### src/rtl/dly_train_pkg.sv
// -----------------------------------------------------------------------------
// dly_train_pkg
// Shared definitions for the I/O delay-line training controller.
//   state_t   : training state machine encoding
//   tap_width : width of a tap index for a given number of taps
//   len_width : width able to hold a run length of 0..num_taps
// -----------------------------------------------------------------------------
package dly_train_pkg;

  typedef enum logic [3:0] {
    ST_IDLE,
    ST_LOAD,
    ST_SETTLE,
    ST_SAMPLE,
    ST_EVAL,
    ST_STEP,
    ST_FINAL,
    ST_CLOAD,
    ST_CSTEP,
    ST_DONE
  } state_t;

  // A single tap still needs one bit so that port vectors never collapse.
  function automatic int tap_width(input int num_taps);
    return (num_taps < 2) ? 1 : $clog2(num_taps);
  endfunction

  function automatic int len_width(input int num_taps);
    return $clog2(num_taps + 1);
  endfunction

endpackage

### src/rtl/dly_window_tracker.sv
// -----------------------------------------------------------------------------
// dly_window_tracker
// Tracks the current run of good taps and the longest run seen so far.
// Ports:
//   clk, rst    : clock, synchronous active-high reset
//   clear       : wipe both current and best runs (start of a sweep)
//   update      : score one tap; good says whether that tap passed
//   close       : end of sweep, fold any open run into the best
//   tap         : index of the tap being scored
//   best_start  : first tap of the longest run
//   best_len    : length of the longest run
// -----------------------------------------------------------------------------
module dly_window_tracker
  import dly_train_pkg::*;
#(
  parameter int NUM_TAPS = 128,
  localparam int TW = tap_width(NUM_TAPS),
  localparam int LW = len_width(NUM_TAPS)
) (
  input  logic          clk,
  input  logic          rst,
  input  logic          clear,
  input  logic          update,
  input  logic          good,
  input  logic          close,
  input  logic [TW-1:0] tap,
  output logic [TW-1:0] best_start,
  output logic [LW-1:0] best_len
);

  logic [TW-1:0] cur_start;
  logic [LW-1:0] cur_len;

  // A run only replaces the best when it is strictly longer, so on a tie the
  // earliest window is kept. A bad tap and the end-of-sweep close are the
  // same event as far as the open run is concerned.
  always_ff @(posedge clk) begin
    if (rst || clear) begin
      cur_start  <= '0;
      cur_len    <= '0;
      best_start <= '0;
      best_len   <= '0;
    end else if ((update && !good) || close) begin
      if (cur_len > best_len) begin
        best_start <= cur_start;
        best_len   <= cur_len;
      end
      cur_len <= '0;
    end else if (update) begin
      if (cur_len == '0) begin
        cur_start <= tap;
      end
      cur_len <= cur_len + LW'(1);
    end
  end

endmodule

### src/rtl/iod_delay_trainer.sv
// -----------------------------------------------------------------------------
// iod_delay_trainer
// Sweeps every tap of a single-bit I/O input delay line, scores each tap
// against a toggling training pattern, finds the longest contiguous window of
// good taps and parks the delay line at its centre.
// Ports:
//   CLK, RST                : lane RX clock, synchronous active-high reset
//   START                   : one-cycle training request (ignored while BUSY)
//   DATA_IN                 : registered lane data
//   DELAY_LINE_OUT_OF_RANGE : delay-line end-of-range flag
//   DELAY_LINE_MOVE/DIRECTION/LOAD : delay-line control pulses
//   BUSY, DONE, LOCKED      : status
//   TAP_OUT, WIN_START, WIN_LEN : training result, valid while DONE
// Optional feature (macro DLY_TRAIN_MAP_EN):
//   TAP_MAP                 : per-tap pass/fail bitmap of the last sweep
// -----------------------------------------------------------------------------
module iod_delay_trainer
  import dly_train_pkg::*;
#(
  parameter int NUM_TAPS      = 128,
  parameter int SETTLE_CYCLES = 8,
  parameter int SAMPLE_CYCLES = 64,
  parameter int MIN_WINDOW    = 4,
  localparam int TW = tap_width(NUM_TAPS),
  localparam int LW = len_width(NUM_TAPS)
) (
  input  logic          CLK,
  input  logic          RST,
  input  logic          START,
  input  logic          DATA_IN,
  input  logic          DELAY_LINE_OUT_OF_RANGE,
  output logic          DELAY_LINE_MOVE,
  output logic          DELAY_LINE_DIRECTION,
  output logic          DELAY_LINE_LOAD,
  output logic          BUSY,
  output logic          DONE,
  output logic          LOCKED,
  output logic [TW-1:0] TAP_OUT,
  output logic [TW-1:0] WIN_START,
  output logic [LW-1:0] WIN_LEN
`ifdef DLY_TRAIN_MAP_EN
  ,
  output logic [NUM_TAPS-1:0] TAP_MAP
`endif
);

  localparam int CW = 16;

  state_t        state;
  logic [TW-1:0] tap;
  logic [TW-1:0] target;
  logic [CW-1:0] cnt;
  logic          prev_bit;
  logic          err;
  logic          gap;

  logic [TW-1:0] best_start;
  logic [LW-1:0] best_len;
  logic [TW-1:0] target_calc;
  logic          locked_calc;

  // The tracker is driven straight from the state so that its registers
  // change on the edge that ends LOAD, EVAL or FINAL respectively.
  dly_window_tracker #(
    .NUM_TAPS (NUM_TAPS)
  ) u_tracker (
    .clk        (CLK),
    .rst        (RST),
    .clear      (state == ST_LOAD),
    .update     (state == ST_EVAL),
    .good       (~err),
    .close      (state == ST_FINAL),
    .tap        (tap),
    .best_start (best_start),
    .best_len   (best_len)
  );

  // Evaluated in CLOAD, one cycle after FINAL has folded the open run in.
  // best_len>>1 never exceeds NUM_TAPS/2, so it fits a tap index.
  always_comb begin
    locked_calc = (best_len >= LW'(MIN_WINDOW));
    target_calc = locked_calc ? (best_start + TW'(best_len >> 1)) : '0;
  end

  // Main sequencer. All delay-line pulses are registered: a pulse is set on
  // the transition into the cycle where it must be seen and falls back to 0
  // by default the cycle after. The centring walk alternates a MOVE cycle
  // with a gap cycle so the delay line sees clean separate steps.
  always_ff @(posedge CLK) begin
    if (RST) begin
      state                <= ST_IDLE;
      tap                  <= '0;
      target               <= '0;
      cnt                  <= '0;
      prev_bit             <= 1'b0;
      err                  <= 1'b0;
      gap                  <= 1'b0;
      DELAY_LINE_MOVE      <= 1'b0;
      DELAY_LINE_DIRECTION <= 1'b0;
      DELAY_LINE_LOAD      <= 1'b0;
      BUSY                 <= 1'b0;
      DONE                 <= 1'b0;
      LOCKED               <= 1'b0;
      TAP_OUT              <= '0;
      WIN_START            <= '0;
      WIN_LEN              <= '0;
    end else begin
      DELAY_LINE_MOVE      <= 1'b0;
      DELAY_LINE_DIRECTION <= 1'b0;
      DELAY_LINE_LOAD      <= 1'b0;
      case (state)
        ST_IDLE, ST_DONE: begin
          if (START) begin
            state           <= ST_LOAD;
            BUSY            <= 1'b1;
            DONE            <= 1'b0;
            DELAY_LINE_LOAD <= 1'b1;
            LOCKED          <= 1'b0;
            TAP_OUT         <= '0;
            WIN_START       <= '0;
            WIN_LEN         <= '0;
          end
        end
        ST_LOAD: begin
          tap   <= '0;
          cnt   <= '0;
          state <= ST_SETTLE;
        end
        ST_SETTLE: begin
          if (cnt == CW'(SETTLE_CYCLES - 1)) begin
            cnt   <= '0;
            state <= ST_SAMPLE;
          end else begin
            cnt <= cnt + CW'(1);
          end
        end
        ST_SAMPLE: begin
          prev_bit <= DATA_IN;
          if (cnt == '0) begin
            err <= 1'b0;
          end else if (DATA_IN == prev_bit) begin
            err <= 1'b1;
          end
          if (cnt == CW'(SAMPLE_CYCLES - 1)) begin
            cnt   <= '0;
            state <= ST_EVAL;
          end else begin
            cnt <= cnt + CW'(1);
          end
        end
        ST_EVAL: begin
          if (tap == TW'(NUM_TAPS - 1) || DELAY_LINE_OUT_OF_RANGE) begin
            state <= ST_FINAL;
          end else begin
            state                <= ST_STEP;
            DELAY_LINE_MOVE      <= 1'b1;
            DELAY_LINE_DIRECTION <= 1'b1;
          end
        end
        ST_STEP: begin
          tap   <= tap + TW'(1);
          state <= ST_SETTLE;
        end
        ST_FINAL: begin
          state           <= ST_CLOAD;
          DELAY_LINE_LOAD <= 1'b1;
        end
        ST_CLOAD: begin
          tap       <= '0;
          gap       <= 1'b0;
          target    <= target_calc;
          TAP_OUT   <= target_calc;
          LOCKED    <= locked_calc;
          WIN_START <= best_start;
          WIN_LEN   <= best_len;
          if (target_calc == '0) begin
            state <= ST_DONE;
            BUSY  <= 1'b0;
            DONE  <= 1'b1;
          end else begin
            state                <= ST_CSTEP;
            DELAY_LINE_MOVE      <= 1'b1;
            DELAY_LINE_DIRECTION <= 1'b1;
          end
        end
        ST_CSTEP: begin
          if (!gap) begin
            tap <= tap + TW'(1);
            gap <= 1'b1;
          end else if (tap == target) begin
            state <= ST_DONE;
            BUSY  <= 1'b0;
            DONE  <= 1'b1;
          end else begin
            gap                  <= 1'b0;
            DELAY_LINE_MOVE      <= 1'b1;
            DELAY_LINE_DIRECTION <= 1'b1;
          end
        end
        default: begin
          state <= ST_IDLE;
          BUSY  <= 1'b0;
        end
      endcase
    end
  end

`ifdef DLY_TRAIN_MAP_EN
  // Pass/fail bitmap: wiped at the start of each sweep, one bit written per
  // evaluated tap, so taps never reached stay 0.
  always_ff @(posedge CLK) begin
    if (RST || state == ST_LOAD) begin
      TAP_MAP <= '0;
    end else if (state == ST_EVAL) begin
      TAP_MAP[tap] <= ~err;
    end
  end
`endif

endmodule

### config.mk
export PLATFORM = sky130hd
export DESIGN_NAME = iod_delay_trainer
export DESIGN_NICKNAME = d
export VERILOG_FILES = /design/src/rtl/dly_train_pkg.sv /design/src/rtl/dly_window_tracker.sv /design/src/rtl/iod_delay_trainer.sv
export SDC_FILE = /design/constraint.sdc
export NUM_CORES = 1
export LEC_CHECK = 0
export ABC_AREA = 1
export CAP_MARGIN = 20
export CORE_AREA = 5 5 123 102
export DETAILED_ROUTE_END_ITERATION = 8
export DIE_AREA = 0 0 128 107
export DONT_BUFFER_PORTS = 1
export GPL_ROUTABILITY_DRIVEN = 0
export PLACE_DENSITY = 0.67
export SETUP_SLACK_MARGIN = 0.02
export SKIP_LAST_GASP = 1
export SLEW_MARGIN = 20
export SYNTH_ARGS = -nofsm -noshare
export SYNTH_HDL_FRONTEND = slang
export SYNTH_SLANG_ARGS = --single-unit
export TNS_END_PERCENT = 1
### constraint.sdc
create_clock -name CLK -period 5.54 [get_ports CLK]
set_clock_uncertainty 0.2 [all_clocks]
set_input_delay 0.554 -clock CLK [delete_from_list [all_inputs] [get_ports CLK]]
set_output_delay 0.554 -clock CLK [all_outputs]
set_load 0.1 [all_outputs]
======== Yosys cells after proc, flatten, opt, wreduce, memory -nomap -nowiden ========
Index checks and enable logic that the tools add are counted.
storage, ports and cells
  register bits ........................... 94
  word-level logic and storage cells ...... 117
  output and inout port bits .............. 28
  bits of input ports ..................... 5
cells by class
  $add $sub $neg .......................... 4
  reductions and logical operators ........ 27
  mux-type cells .......................... 42
  eq/ne operators ......................... 21
  magnitude comparators ................... 2
  bitwise gates (word level) .............. 2
operators with widths
  kind                                                               number
  case mux 16 bit (3 select lines)                                   1
  2-to-1 mux 16 bit                                                  2
  case mux 4 bit (8 select lines)                                    1
  case mux 7 bit (2 select lines)                                    2
  2-to-1 mux 7 bit                                                   3
  case mux 7 bit (3 select lines)                                    1
  2-to-1 mux 4 bit                                                   5
  2-to-1 mux 1 bit                                                   18
  adder 16 x 1 -> 16 bit, second input constant                      1
  equality test 16 x 3 -> 1 bit, second input constant               1
  equality test 16 x 6 -> 1 bit, second input constant               1
  equality test 4 x 3 -> 1 bit, second input constant                4
  logical NOT 16 bit                                                 1
  case mux 8 bit (2 select lines)                                    1
  AND reduction 5 bit                                                3
  inequality test 2 bit, second input constant                       7
  nonzero test 3 bit                                                 3
  adder 8 x 1 -> 8 bit, second input constant                        1
  equality test 4 x 2 -> 1 bit, second input constant                2
  equality test 4 bit, second input constant                         2
  greater-or-equal comparator 8 x 3 -> 1 bit, second input constant  1
  greater-than comparator 8 bit                                      1
  logical NOT 8 bit                                                  1
  2-to-1 mux 8 bit                                                   1
  20 further kinds                                                   34

======== Longest topological paths before layout ========
Gate-level depths: netlist of run 1.
  depth after elaboration ................. 5
  gate-level depth with buffers ........... 15
  gate-level depth less buffers ........... 15

======== By module ========
Synthesis of run 1 repeated with hierarchy kept, for this count alone.
unflattened totals
  cells, all modules ...................... 688
  area total of the unflattened synthesis .. 4893.4 um^2
modules (own cells, without submodules)
  module              times used  seq. area each (um^2)  area an instance (um^2)  cells an instance
  iod_delay_trainer   1           1281.2                 3344.5                   480
  dly_window_tracker  1           600.6                  1549.0                   208

======== Worst setup path before layout of run 1 ========
Ideal clock, no wire load.
  kind .................................... flip-flop to flip-flop
  start ................................... reg u_tracker.best_len[1]
  end ..................................... reg BUSY
  library setup time ...................... 64 ps
  data arrival time ....................... 2031 ps
  buffers on the path ..................... 0
  stages on the path, launching flop included .. 15
  slack ................................... 3245 ps
  cells stage by stage .................... dfxtp_1 > ha_1 > inv_1 > fa_1 > inv_1 > or2_2 > o21ai_0 > nand2_1 > nor2_1 > nand3_1 > nand2_1 > nand3_1 > nand2_1 > inv_1 > nor2_1
between the ends
  longest elaborated chain between the ends .. 5
  elaborated cells on any way between the ends .. 6
  classes of those cells .................. add/sub (1); order compare (1); eq/ne (1); mux (1); reduce/logical (2)
RTL lines
  element                                                                    line                                              source
  from (decl)                                                                dly_window_tracker.sv:28                          output logic [LW-1:0] best_len
  from (signal assigned)                                                     dly_window_tracker.sv:46                          best_len <= cur_len;
  adder 7 bit or greater-or-equal comparator 8 x 3 -> 1 bit (tied branches)  iod_delay_trainer.sv:82, iod_delay_trainer.sv:81
  2-to-1 mux 7 bit *                                                         iod_delay_trainer.sv:82                           target_calc = locked_calc ? (best_start + TW'(best_len >> 1)) : '0;
  logical NOT 7 bit *                                                        iod_delay_trainer.sv:176                          if (target_calc == '0) begin
  inequality test 2 bit (no source line) *                                   -
  AND reduction 5 bit (no source line) *                                     -
  to (signal assigned)                                                       iod_delay_trainer.sv:101                          BUSY <= 1'b0;
  to (signal assigned)                                                       iod_delay_trainer.sv:178                          BUSY <= 1'b0;
  to (signal assigned)                                                       iod_delay_trainer.sv:192                          BUSY <= 1'b0;
  to (decl)                                                                  iod_delay_trainer.sv:35                           output logic BUSY,
Mark *: on every way between the ends. The rest lies on a longest branch, timed or not.
A chain may end at the register's enable or synchronous reset.

======== Worst setup path after layout of run 1 ========
  start ................................... reg u_tracker.best_start[0]
  end ..................................... reg BUSY
between the ends
  longest elaborated chain between the ends .. 5
RTL lines
  element                                 line                      source
  from (decl)                             dly_window_tracker.sv:27  output logic [TW-1:0] best_start,
  from (signal assigned)                  dly_window_tracker.sv:45  best_start <= cur_start;
  adder 7 bit                             iod_delay_trainer.sv:82
  2-to-1 mux 7 bit                        iod_delay_trainer.sv:82
  logical NOT 7 bit                       iod_delay_trainer.sv:176
  inequality test 2 bit (no source line)  -
  AND reduction 5 bit (no source line)    -
No other way between the ends.

==> results of run 1 <==
per-layer routing:
| layer | vias up | GRT usage, % | routed length [um] |
|---|---|---|---|
| met1 | 1866 | 22.2 | 5400 |
| met3 | 14 | 4.03 | 534 |
| met4 | 0 | 5.00 | 143 |
| met5 | - | 0 | 0 |
| li1 | 2115 | - | - |
| met2 | 95 | 26.3 | 4840 |
per-stage QoR:
stage	hold slack (ps)	util [%]	instances	instance area, um2	setup WS (ps)
4_1_cts	59.5	46.1	797	5170	3030
3_5_place_dp	252	43.6	781	4890	3020
2_1_floorplan	221	-	648	4780	3250
3_3_place_gp	241	43.6	781	4890	3110
5_1_grt	52.8	46.1	797	5170	2840
6_report	71.6	46.1	797	5170	3020
where the power goes:
group | total [uW] | internal, uW | switching, uW
Clock | 592 | 313 | 280
Sequential | 794 | 708 | 86.1
Combinational | 403 | 118 | 285
cells in the final DEF (no fill, tap or decap), types with 2 or more instances in the layout:
master,instances
inv_1,79
nor3b_1,3
or2_2,2
nand4_2,2
ha_1,19
o22ai_1,2
xnor2_1,10
nor3_2,4
nand3_1,34
clkbuf_16,9
nor3_1,10
nand4_1,12
nor2_2,7
o21ai_2,4
inv_6,2
clkinv_4,3
nor2_1,40
o21ai_0,33
nand2_4,5
a21oi_2,2
nor2_4,2
nand2_1,141
dfxtp_1,93
a21oi_1,87
xor2_1,5
o211ai_1,3
nand2_2,3
inv_2,7
o21bai_1,3
nor4_1,2
o21ai_1,3
kinds of logic (layout without fill, tap and decap cells):
kind of cell    after synthesis  in the layout
compound gates              143            143
xor+xnor                     15             15
fa+ha+maj                    20             20
buf+inv                     105            106
flops                        94             94
simple gates                271            271
worst max-delay path, cell delays in order (launching register included):
cell	delay (ps)
dfxtp_1	370
ha_1	210
inv_1	60
fa_1	470
inv_1	50
or2_2	260
o21ai_0	160
nand2_1	70
nor2_1	130
nand3_1	90
nand2_1	130
nand3_1	80
nand2_1	70
inv_1	40
nor2_1	80
flip-flops by register name, indices dropped and copies added (netlist names), 8 cells and up:
name / flops
u_tracker.best_len: 8
cnt: 16
WIN_LEN: 8
u_tracker.cur_len: 8
worst max-delay path by stage:
stage	startpoint	to	slack (ps)	cells past startpoint
after global routing	u_tracker.best_start[0]	BUSY	2840	14
after CTS	u_tracker.best_start[0]	BUSY	3030	14
after detailed placement	u_tracker.best_start[0]	BUSY	3020	14
after floorplan	u_tracker.best_len[1]	BUSY	3250	14
final	u_tracker.best_start[0]	BUSY	3020	14
after global placement	u_tracker.best_start[0]	BUSY	3110	14
final cells by class:
type	instances	area, um2	area share, %
tap	148	185	3.58
inverter	89	342	6.61
clock inverter	6	53.8	1.04
clock buffer	10	229	4.43
timing repair buffer	1	7.51	0.145
multi-input combinational	449	2470	47.8
sequential	94	1880	36.4
==> impl_results.rst, run 1 <==
.. list-table::
   :header-rows: 1

   * - Metric
     - Value
   * - Max Slew Vio Count
     - 0
   * - Critical path peak fanout
     - 4
   * - Count of port buffers added during placement
     - 0
   * - Adder and majority cell fraction of the synthesized area
     - 5.39%
   * - Post-CTS resize count
     - 0
   * - Post-synth net total
     - a little under 700
   * - Vias in the first global route
     - 3982
   * - First-pass GRT wire length
     - 18700 um
   * - Count of TritonRoute iterations in the first routing pass
     - 5
   * - Initial antenna violation count
     - 0
   * - Synthesized area per cell
     - 7.38 um2
   * - Multiplexer share of the synthesized area
     - 0%
   * - Initial standard-cell utilization of the core
     - 42.7%
   * - Die height
     - 107 um
   * - Main combinational cell family by area after synthesis
     - simple AND/OR/NAND/NOR gates
   * - Total number of vias
     - approximately 4000
   * - Clock transition at the registers of the reported paths
     - 70 ps
   * - Number of max-cap violations
     - 0
   * - Number of fill cells in the layout
     - 1137
   * - Number of flops mapped to enable cells by yosys
     - 0
   * - Clock Sink Count
     - 94
   * - Power consumption
     - 1790 uW
   * - Die Wd
     - around 130 um
   * - Detailed placer's ending HPWL
     - between 8000 and 9000 um
   * - Number of instances in the synthesized netlist
     - 648
   * - Hold Path Cell Cnt
     - 1
   * - Worst reg2reg path endpoint
     - BUSY
   * - GRT overflow
     - 0
   * - Post-synthesis xor/xnor area fraction
     - between 2 and 3%
   * - Count leader, synth
     - nand2_1
   * - Number of register bits inferred by synthesis
     - 94
   * - Count of unresolved DRC violations after routing
     - 0
   * - CTS tree
     - built
   * - Kind of critical path
     - reg2reg
   * - Setup TNS
     - 0 ps
   * - Max Freq
     - 0.397 GHz
   * - Worst Path Arrival
     - about 2600 ps
   * - Maximum resistive drop on vdd
     - 0.000153 V
   * - Core Box Area
     - 11200 um2
   * - Critical hold path startpoint
     - RST
   * - # H-tree levels
     - 3
   * - Sequential area share after synthesis
     - 39.4%
   * - # setup viols final
     - 0
   * - Maximum number of pins on one net before global-route repair
     - 51
   * - Number of buffers between clock root and the deepest sink
     - 2
   * - Critical Path Source Type
     - flip-flop
   * - Number of antenna-violating nets in the routed design
     - 0
   * - Flop2flop setup slack
     - 3020 ps
   * - Layout area overhead
     - 8.08%
   * - Top cells by count, synth
     - nand2_1, dfxtp_1, a21oi_1
   * - Min Tclk post-route
     - 2520 ps
   * - Share of final-layout standard cells stronger than drive strength 1
     - 9.55%
   * - Cell Area, Synth
     - 4780 um2
   * - Total Routing Usage GR
     - 16.5%
   * - Per-cell routed wire length
     - 13.7 um
   * - Final #Nets
     - 669
   * - Type of the most critical hold path
     - in2reg
   * - Type of element capturing the critical path
     - flip-flop
   * - Area share of the leading cell type in the synthesized netlist
     - 39.4%
   * - Result of the run
     - finished, final reports clean
   * - Final WL
     - between 10000 and 15000 um
   * - Crit Reg-Reg Startpoint
     - u_tracker.best_start[0]
   * - Mean number of vias per cell
     - 5.13
   * - Die area
     - 13700 um2
   * - Pin slew with the least headroom to its limit
     - 1020 ps
   * - # IOs
     - 33
   * - Std cell rows
     - 35
   * - Basic-gate share of the synthesized area counting and, or, nand and nor cells
     - 26.8%
   * - Cell Pwr Density
     - 346 nW/um2
   * - Final critical-path share of the clock period
     - between 40 and 50%
   * - Synth Area in Compound Gates
     - between 15 and 20%
   * - Worst slew margin relative to its limit
     - 32.3%
   * - Postcts setup bufs
     - 0
   * - Worst path required time
     - 5630 ps
   * - Setup repair after global routing missed its margin
     - false
   * - Prevailing post-synth register cell
     - dfxtp_1
   * - Number of antenna cells inserted
     - 0
   * - Leakage power total
     - 0.00199 uW
   * - Share of flip-flops with an asynchronous set or reset after synthesis
     - 0%
   * - Number of distinct library cells after synthesis
     - 46
   * - Source-to-sink clock delay at the later pin of the worst-skew pair
     - 350 ps
   * - Library cell occupying the most area in the post-synthesis netlist
     - dfxtp_1
   * - Violation count after the first detailed-route iteration
     - around 340
   * - Cell types occupying the most area after synthesis
     - dfxtp_1, nand2_1, a21oi_1
   * - Yosys warning count
     - 0
   * - Worst reg-to-reg path cell count
     - 14
   * - Clock root buffer
     - clkbuf_16
   * - Number of hold buffers added after cts
     - 0
   * - Endpoint, Worst Hold
     - state[0]
   * - Final hold violation count
     - 0
   * - Number of buffers inserted during clock tree synthesis
     - 9
No activity file was read; power rests on OpenSTA's default activity.
==> run 2, diff against run 1 <==
PLACE_DENSITY = 0.69   (was 0.67)
clock period = 2 ns   (was 5.54 ns; I/O delays follow)
==> run 2 against run 1 <==
The flow now finishes with violations (setup timing). Sequential power grew to 2.6 times the previous value. Register-to-register slack lost 3300 ps. Total power rose to 3.0 times the previous value. Non-clock buffer count up 81. Cell count is 9.9% higher. Setup slack worse by 3300 ps. Combinational power increased to 3.7 times the previous value.
==> impl_results.rst, run 2 (synthesis gave the netlist of run 1 again) <==
.. list-table::
   :header-rows: 1

   * - Metric
     - Value
   * - Number of fill cells in the layout
     - 1059 (-6.9%)
   * - Setup repair after global routing missed its margin
     - true
   * - Std cell rows
     - 35 (unchanged)
   * - Number of buffers inserted during clock tree synthesis
     - 9 (unchanged)
   * - Endpoint, Worst Hold
     - err
   * - Worst Path Arrival
     - 2340 ps (-260 ps)
   * - Count of TritonRoute iterations in the first routing pass
     - 5 (unchanged)
   * - Worst reg2reg path endpoint
     - BUSY
   * - Type of the most critical hold path
     - in2reg
   * - Detailed placer's ending HPWL
     - 8860 um (+8.6%)
   * - Count of port buffers added during placement
     - 0 (unchanged)
   * - Most frequent standard cell in the layout excluding fill and tap cells
     - nand2_1
   * - Smallest setup slack after layout
     - -305 ps (-3330 ps)
   * - Count of unresolved DRC violations after routing
     - 0 (unchanged)
   * - Flip-flop count of the largest register, all copies and words added
     - 16 (unchanged)
   * - Worst reg-to-reg path cell count
     - 13 (-1)
   * - Clock Sink Count
     - 94 (unchanged)
   * - Die height
     - 107 um (unchanged)
   * - Critical path peak fanout
     - 4 (unchanged)
   * - Die area
     - 13700 um2 (unchanged)
   * - Leakage power total
     - 0.00244 uW (+23%)
   * - Multi-input gate area
     - 2500 um2 (+1.2%)
   * - Critical hold path startpoint
     - DATA_IN
   * - Flop2flop setup slack
     - -300 ps (-3330 ps)
   * - Number of max-cap violations
     - 0 (unchanged)
   * - Final hold violation count
     - 0 (unchanged)
   * - Clock transition at the registers of the reported paths
     - 60 ps (about the same)
   * - Mean number of vias per cell
     - 5.02 (-2.2%)
   * - # IOs
     - 33 (unchanged)
   * - Result of the run
     - finished with violations
   * - Crit Reg-Reg Startpoint
     - u_tracker.best_len[1]
   * - Commonest cells after routing, fill and taps aside
     - nand2_1, dfxtp_1, a21oi_1, inv_1, buf_4
   * - Worst slew margin relative to its limit
     - 63.7% (+31 points)
   * - Final critical-path share of the clock period
     - 115% (+70 points)
   * - Hold Path Cell Cnt
     - 3 (+2)
   * - Initial standard-cell utilization of the core
     - 42.7% (unchanged)
   * - Kind of critical path
     - reg2reg
   * - GRT overflow
     - 0 (unchanged)
   * - Final WL
     - 11700 um (+7.2%)
   * - Final standard cell utilization of the core
     - 52.6% (+6.5 points)
   * - Critical Path Source Type
     - flip-flop
   * - Total Routing Usage GR
     - 18.1% (+1.6 points)
   * - Number of buffers between clock root and the deepest sink
     - 2 (unchanged)
   * - Worst path required time
     - 2030 ps (-3600 ps)
   * - Pin slew with the least headroom to its limit
     - 549 ps (-469 ps)
   * - Number of antenna cells inserted
     - 0 (unchanged)
   * - Violation count after the first detailed-route iteration
     - 401 (+17%)
   * - Layout area overhead
     - 23.2%
   * - Clock root buffer
     - clkbuf_16
   * - Initial antenna violation count
     - 1 (+1)
   * - Register ranked first by flip-flop count
     - cnt
   * - Place WS
     - -398 ps (-3420 ps)
   * - Max Slew Vio Count
     - 0 (unchanged)
   * - First-pass GRT wire length
     - 20400 um (+9.3%)
   * - Total number of vias
     - 4397 (+7.5%)
   * - Maximum number of pins on one net before global-route repair
     - 50 (-2.0%)
   * - # H-tree levels
     - 3 (unchanged)
   * - Final Hold Slack
     - 16.1 ps (-55.5 ps)
   * - Maximum resistive drop on vdd
     - 0.000444 V (+190%)
   * - CTS tree
     - built
   * - Number of antenna-violating nets in the routed design
     - 0 (unchanged)
   * - Area of all sequential standard cells
     - 1890 um2 (+0.13%)
   * - Violated checks
     - setup timing
   * - Min Tclk post-route
     - 2300 ps (-213 ps)
   * - Die Wd
     - 128 um (unchanged)
   * - Type of element capturing the critical path
     - flip-flop
   * - Max Freq
     - 0.434 GHz (+9.2%)
   * - Final #Nets
     - 750 (+12%)
   * - Cell Pwr Density
     - 909 nW/um2 (+160%)
   * - Core Box Area
     - 11200 um2 (unchanged)
   * - # setup viols final
     - 20 (+20)
   * - Share of final-layout standard cells stronger than drive strength 1
     - 20.2% (+11 points)
   * - Source-to-sink clock delay at the later pin of the worst-skew pair
     - 340 ps (about the same)
   * - Per-cell routed wire length
     - 13.4 um (-2.5%)
   * - Vias in the first global route
     - 4244 (+6.6%)
-- run 2: cell types whose count changed in the layout (fill, tap and decap cells not counted), sizes merged --
cell,previous run,this run
dlygate4sd3,0,3
inv,90,88
clkbuf,10,9
bufinv,0,2
buf,1,79
clkinvlp,1,2
clkinv,4,2
-- run 2: through the flow --
step	setup TNS [ps]	instance area, um2	total power [uW]	cells
2_1_floorplan	-584	4800	3150	648
3_3_place_gp	-1220	5500	3520	855
3_5_place_dp	-2120	5500	3560	855
4_1_cts	-2330	5880	5370	875
5_1_grt	-6440	5890	5650	876
6_report	-1960	5890	5350	876
-- run 2: worst max-delay path, cell delays in order, from the launching register on --
cell     delay (ps)
dfxtp_2         350
ha_4            140
inv_2            30
fa_1            470
inv_1            50
or2_4           220
o21ai_2         120
nand2_1          70
nor2_2          140
nand3_1         100
nand2_2         100
nand4_1          90
nand2_1          70
nor2_1           50
-- run 2: final cells by class --
type                            count  share of cell area (%)
Multi-Input combinational cell    449                    42.4
Sequential cell                    94                    32.0
Timing Repair Buffer               82                    11.4
Inverter                           89                    5.80
Clock buffer                        9                    3.82
Tap cell                          148                    3.14
Clock inverter                      5                    1.42
-- run 2: layer usage --
metal / track usage [%] / vias to the layer above / part of all wire (%)
li1: - / 2278 / -
met1: 23.4 / 2032 / 46
met2: 30.6 / 75 / 48
met3: 4.03 / 10 / 4.3
met4: 4.55 / 2 / 1.2
met5: 0 / - / 0.060
-- run 2: power breakdown --
| group | total [uW] | switching, uW | internal (uW) |
|---|---|---|---|
| sequential | 2050 | 88.7 | 1960 |
| combinational | 1500 | 998 | 506 |
| clock | 1800 | 713 | 1090 |
-- run 2: worst max path at each step --
stage	end	slack [ps]	from
6_report	BUSY	-300	u_tracker.best_len[1]
3_3_place_gp	BUSY	-310	u_tracker.best_len[1]
3_5_place_dp	BUSY	-400	u_tracker.best_len[1]
4_1_cts	BUSY	-330	u_tracker.best_start[0]
5_1_grt	BUSY	-450	u_tracker.best_len[1]
2_1_floorplan	BUSY	-210	u_tracker.best_len[1]
-- run 2: timing repair --
action                                 4_1_cts  5_1_grt
buffers inserted                             2        1
gates resized for setup                      1        2
hold buffers                                 4        0
endpoints found under the hold margin       53        0
setup endpoints to repair                   22       41
pin swaps                                    4        7
==> RTL edit (config.mk and constraints of run 2) <==
`NUM_TAPS` is set to 128 in 2 places; all go to 256.
--- a/src/rtl/dly_window_tracker.sv
+++ b/src/rtl/dly_window_tracker.sv
@@ -13,7 +13,7 @@
 module dly_window_tracker
   import dly_train_pkg::*;
 #(
-  parameter int NUM_TAPS = 128,
+  parameter int NUM_TAPS = 256,
   localparam int TW = tap_width(NUM_TAPS),
   localparam int LW = len_width(NUM_TAPS)
 ) (
--- a/src/rtl/iod_delay_trainer.sv
+++ b/src/rtl/iod_delay_trainer.sv
@@ -17,7 +17,7 @@
 module iod_delay_trainer
   import dly_train_pkg::*;
 #(
-  parameter int NUM_TAPS      = 128,
+  parameter int NUM_TAPS      = 256,
   parameter int SETTLE_CYCLES = 8,
   parameter int SAMPLE_CYCLES = 64,
   parameter int MIN_WINDOW    = 4,
Interface: changed (resized TAP_OUT, WIN_LEN and WIN_START); port bits go from 33 to 36. The function was not compared with the original's and may differ.
==> RTL edit against run 2 <==
The run still ends with negative setup slack left; sequential cell count up 9; area after synthesis up 10%; largest power group unchanged; final area up 8.3%; wire length up 16%; power up 7.3%; setup slack worse by 0.0037 ns.
==> RTL edit: results (changes against run 2) <==
[metrics] met2 Track Usage GR: 31.54% (+0.90 points)
[metrics] leak pwr: 2.715 nW (+11%)
[metrics] data arrival time of the critical path: 2.40 ns (+0.06 ns)
[metrics] first-pass GRT wire length: 22870 um (+12%)
[metrics] headroom to the max-slew limit: 63.86% (+0.14 points)
[metrics] worst reg2reg path depth: 14 (+1)
[metrics] unique cell type count in the Yosys netlist: 45 (-2.2%)
[metrics] number of setup violations in the final report: 25 (+25%)
[metrics] share of total power consumed by net switching: 33.50% (-0.12 points)
[metrics] net count of the mapped netlist: 754 (+12%)
[metrics] Placed Instances: 937 (+9.6%)
[metrics] number of antenna violations at the first check in global routing: 0 (-1)
[metrics] Hold Crit Start: START
[metrics] HPWL Detailed: 10460 um (+18%)
[metrics] detail-routed net length per standard cell: 14.21 um (+6.3%)
[metrics] violated checks: negative setup slack
[metrics] area grow syn2layout: 21.29%
[metrics] Primary FF master, synth: dfxtp_1
[metrics] main area contributors after synthesis: dfxtp_1, nand2_1, a21oi_1
[metrics] post-detailed-placement cell area: 5967 um^2 (+8.5%)
[metrics] vias in the first global route: 4739 (+12%)
[metrics] antenna diode count: 0 (unchanged)
[metrics] Post-synth top cells: nand2_1, dfxtp_1, inv_1, a21oi_1, nor2_1
[metrics] DRC violation total after the first TritonRoute iteration: 420 (+4.7%)
[metrics] share of cells above drive strength 1: 19.75% (-0.44 points)
[metrics] number of instances in the synthesized netlist: 727 (+12%)
[metrics] total negative setup slack: -3.416 ns (-1.459 ns)
[metrics] master cell of the clock root buffer: clkbuf_16
[metrics] total global routing track utilization: 20.58% (+2.5 points)
[metrics] post-CTS setup buffer count: 0 (-2)
[metrics] Hold Worst Slack: 0.03514 ns (+0.01905 ns)
[metrics] status: finished, violations left
[metrics] maximum resistive drop on vdd: 0.5408 mV (+22%)
[metrics] count of non-filler cells in the finished layout: 958 (+9.4%)
[metrics] Final Worst Setup Slack: -0.3087 ns (-0.003668 ns)
[metrics] pre-CTS worst setup slack: -0.3249 ns (+0.07327 ns)
## RTL edit: cell families (layout without fill, tap and decap cells)
logic type                 after synthesis  count (layout)  synth area share (%)
DFF                                    103             103                 39.20
AOI/OAI and AO/OA                      135             135                 14.65
xor gates and xnor gates                16              16                 2.664
adders and majority gates               22              22                 5.376
buffers and inverters                  119             202                 9.229
and+or+nand+nor                        332             332                 28.88
## RTL edit: repair_timing
item	in CTS	in global routing
endpoints found under the hold margin	60	0
pin swaps	4	2
setup endpoints to repair	22	71
hold buffers	5	0
gates resized for setup	0	2
## RTL edit: how the worst max path moves through the flow
stage               cells past startpoint                                from                 to
finish                                 14  u_tracker.best_len[1]$_SDFFE_PP0P_  BUSY$_SDFFE_PP0P_
global route                           14  u_tracker.best_len[1]$_SDFFE_PP0P_  BUSY$_SDFFE_PP0P_
CTS                                    14  u_tracker.best_len[1]$_SDFFE_PP0P_  BUSY$_SDFFE_PP0P_
detailed placement                     14  u_tracker.best_len[1]$_SDFFE_PP0P_  BUSY$_SDFFE_PP0P_
global placement                       14  u_tracker.best_len[1]$_SDFFE_PP0P_  BUSY$_SDFFE_PP0P_
floorplan                              14  u_tracker.best_len[1]$_SDFFE_PP0P_  BUSY$_SDFFE_PP0P_
## RTL edit: final cells by class
type / instances / area (um^2)
Fill cell: 1055 / 4831
Multi-Input combinational cell: 505 / 2734
Sequential cell: 103 / 2066
Timing Repair Buffer: 86 / 668.1
Inverter: 100 / 380.4
Clock buffer: 10 / 229.0
Tap cell: 148 / 185.2
Clock inverter: 6 / 117.6
## RTL edit: layer usage
layer  vias to the layer above  share of wire (%)  wire length (um)
met4                         0                1.1               148
met1                      2266                 49              6723
met3                        16                6.5               882
met2                       138                 43              5855
li1                       2520                  -                 -
met5                         -                  0                 0
## RTL edit: power by group through the flow
stage	clock, mW	sequential (mW)	combinational (mW)
2_1_floorplan	0	2.39	0.946
3_3_place_gp	0	2.28	1.38
3_5_place_dp	0	2.28	1.42
4_1_cts	2.05	2.24	1.46
5_1_grt	2.13	2.25	1.63
6_report	2.02	2.24	1.48
## RTL edit: worst reg2reg max path: cells and delay by family (launching register included)
kind | cells | cell delay (ns)
adder cells (fa/ha/maj) | 2 | 0.61
buffers and inverters | 3 | 0.12
AND/OR/NAND/NOR | 7 | 0.70
AO/OA/AOI/OAI | 2 | 0.28
flip-flops | 1 | 0.35
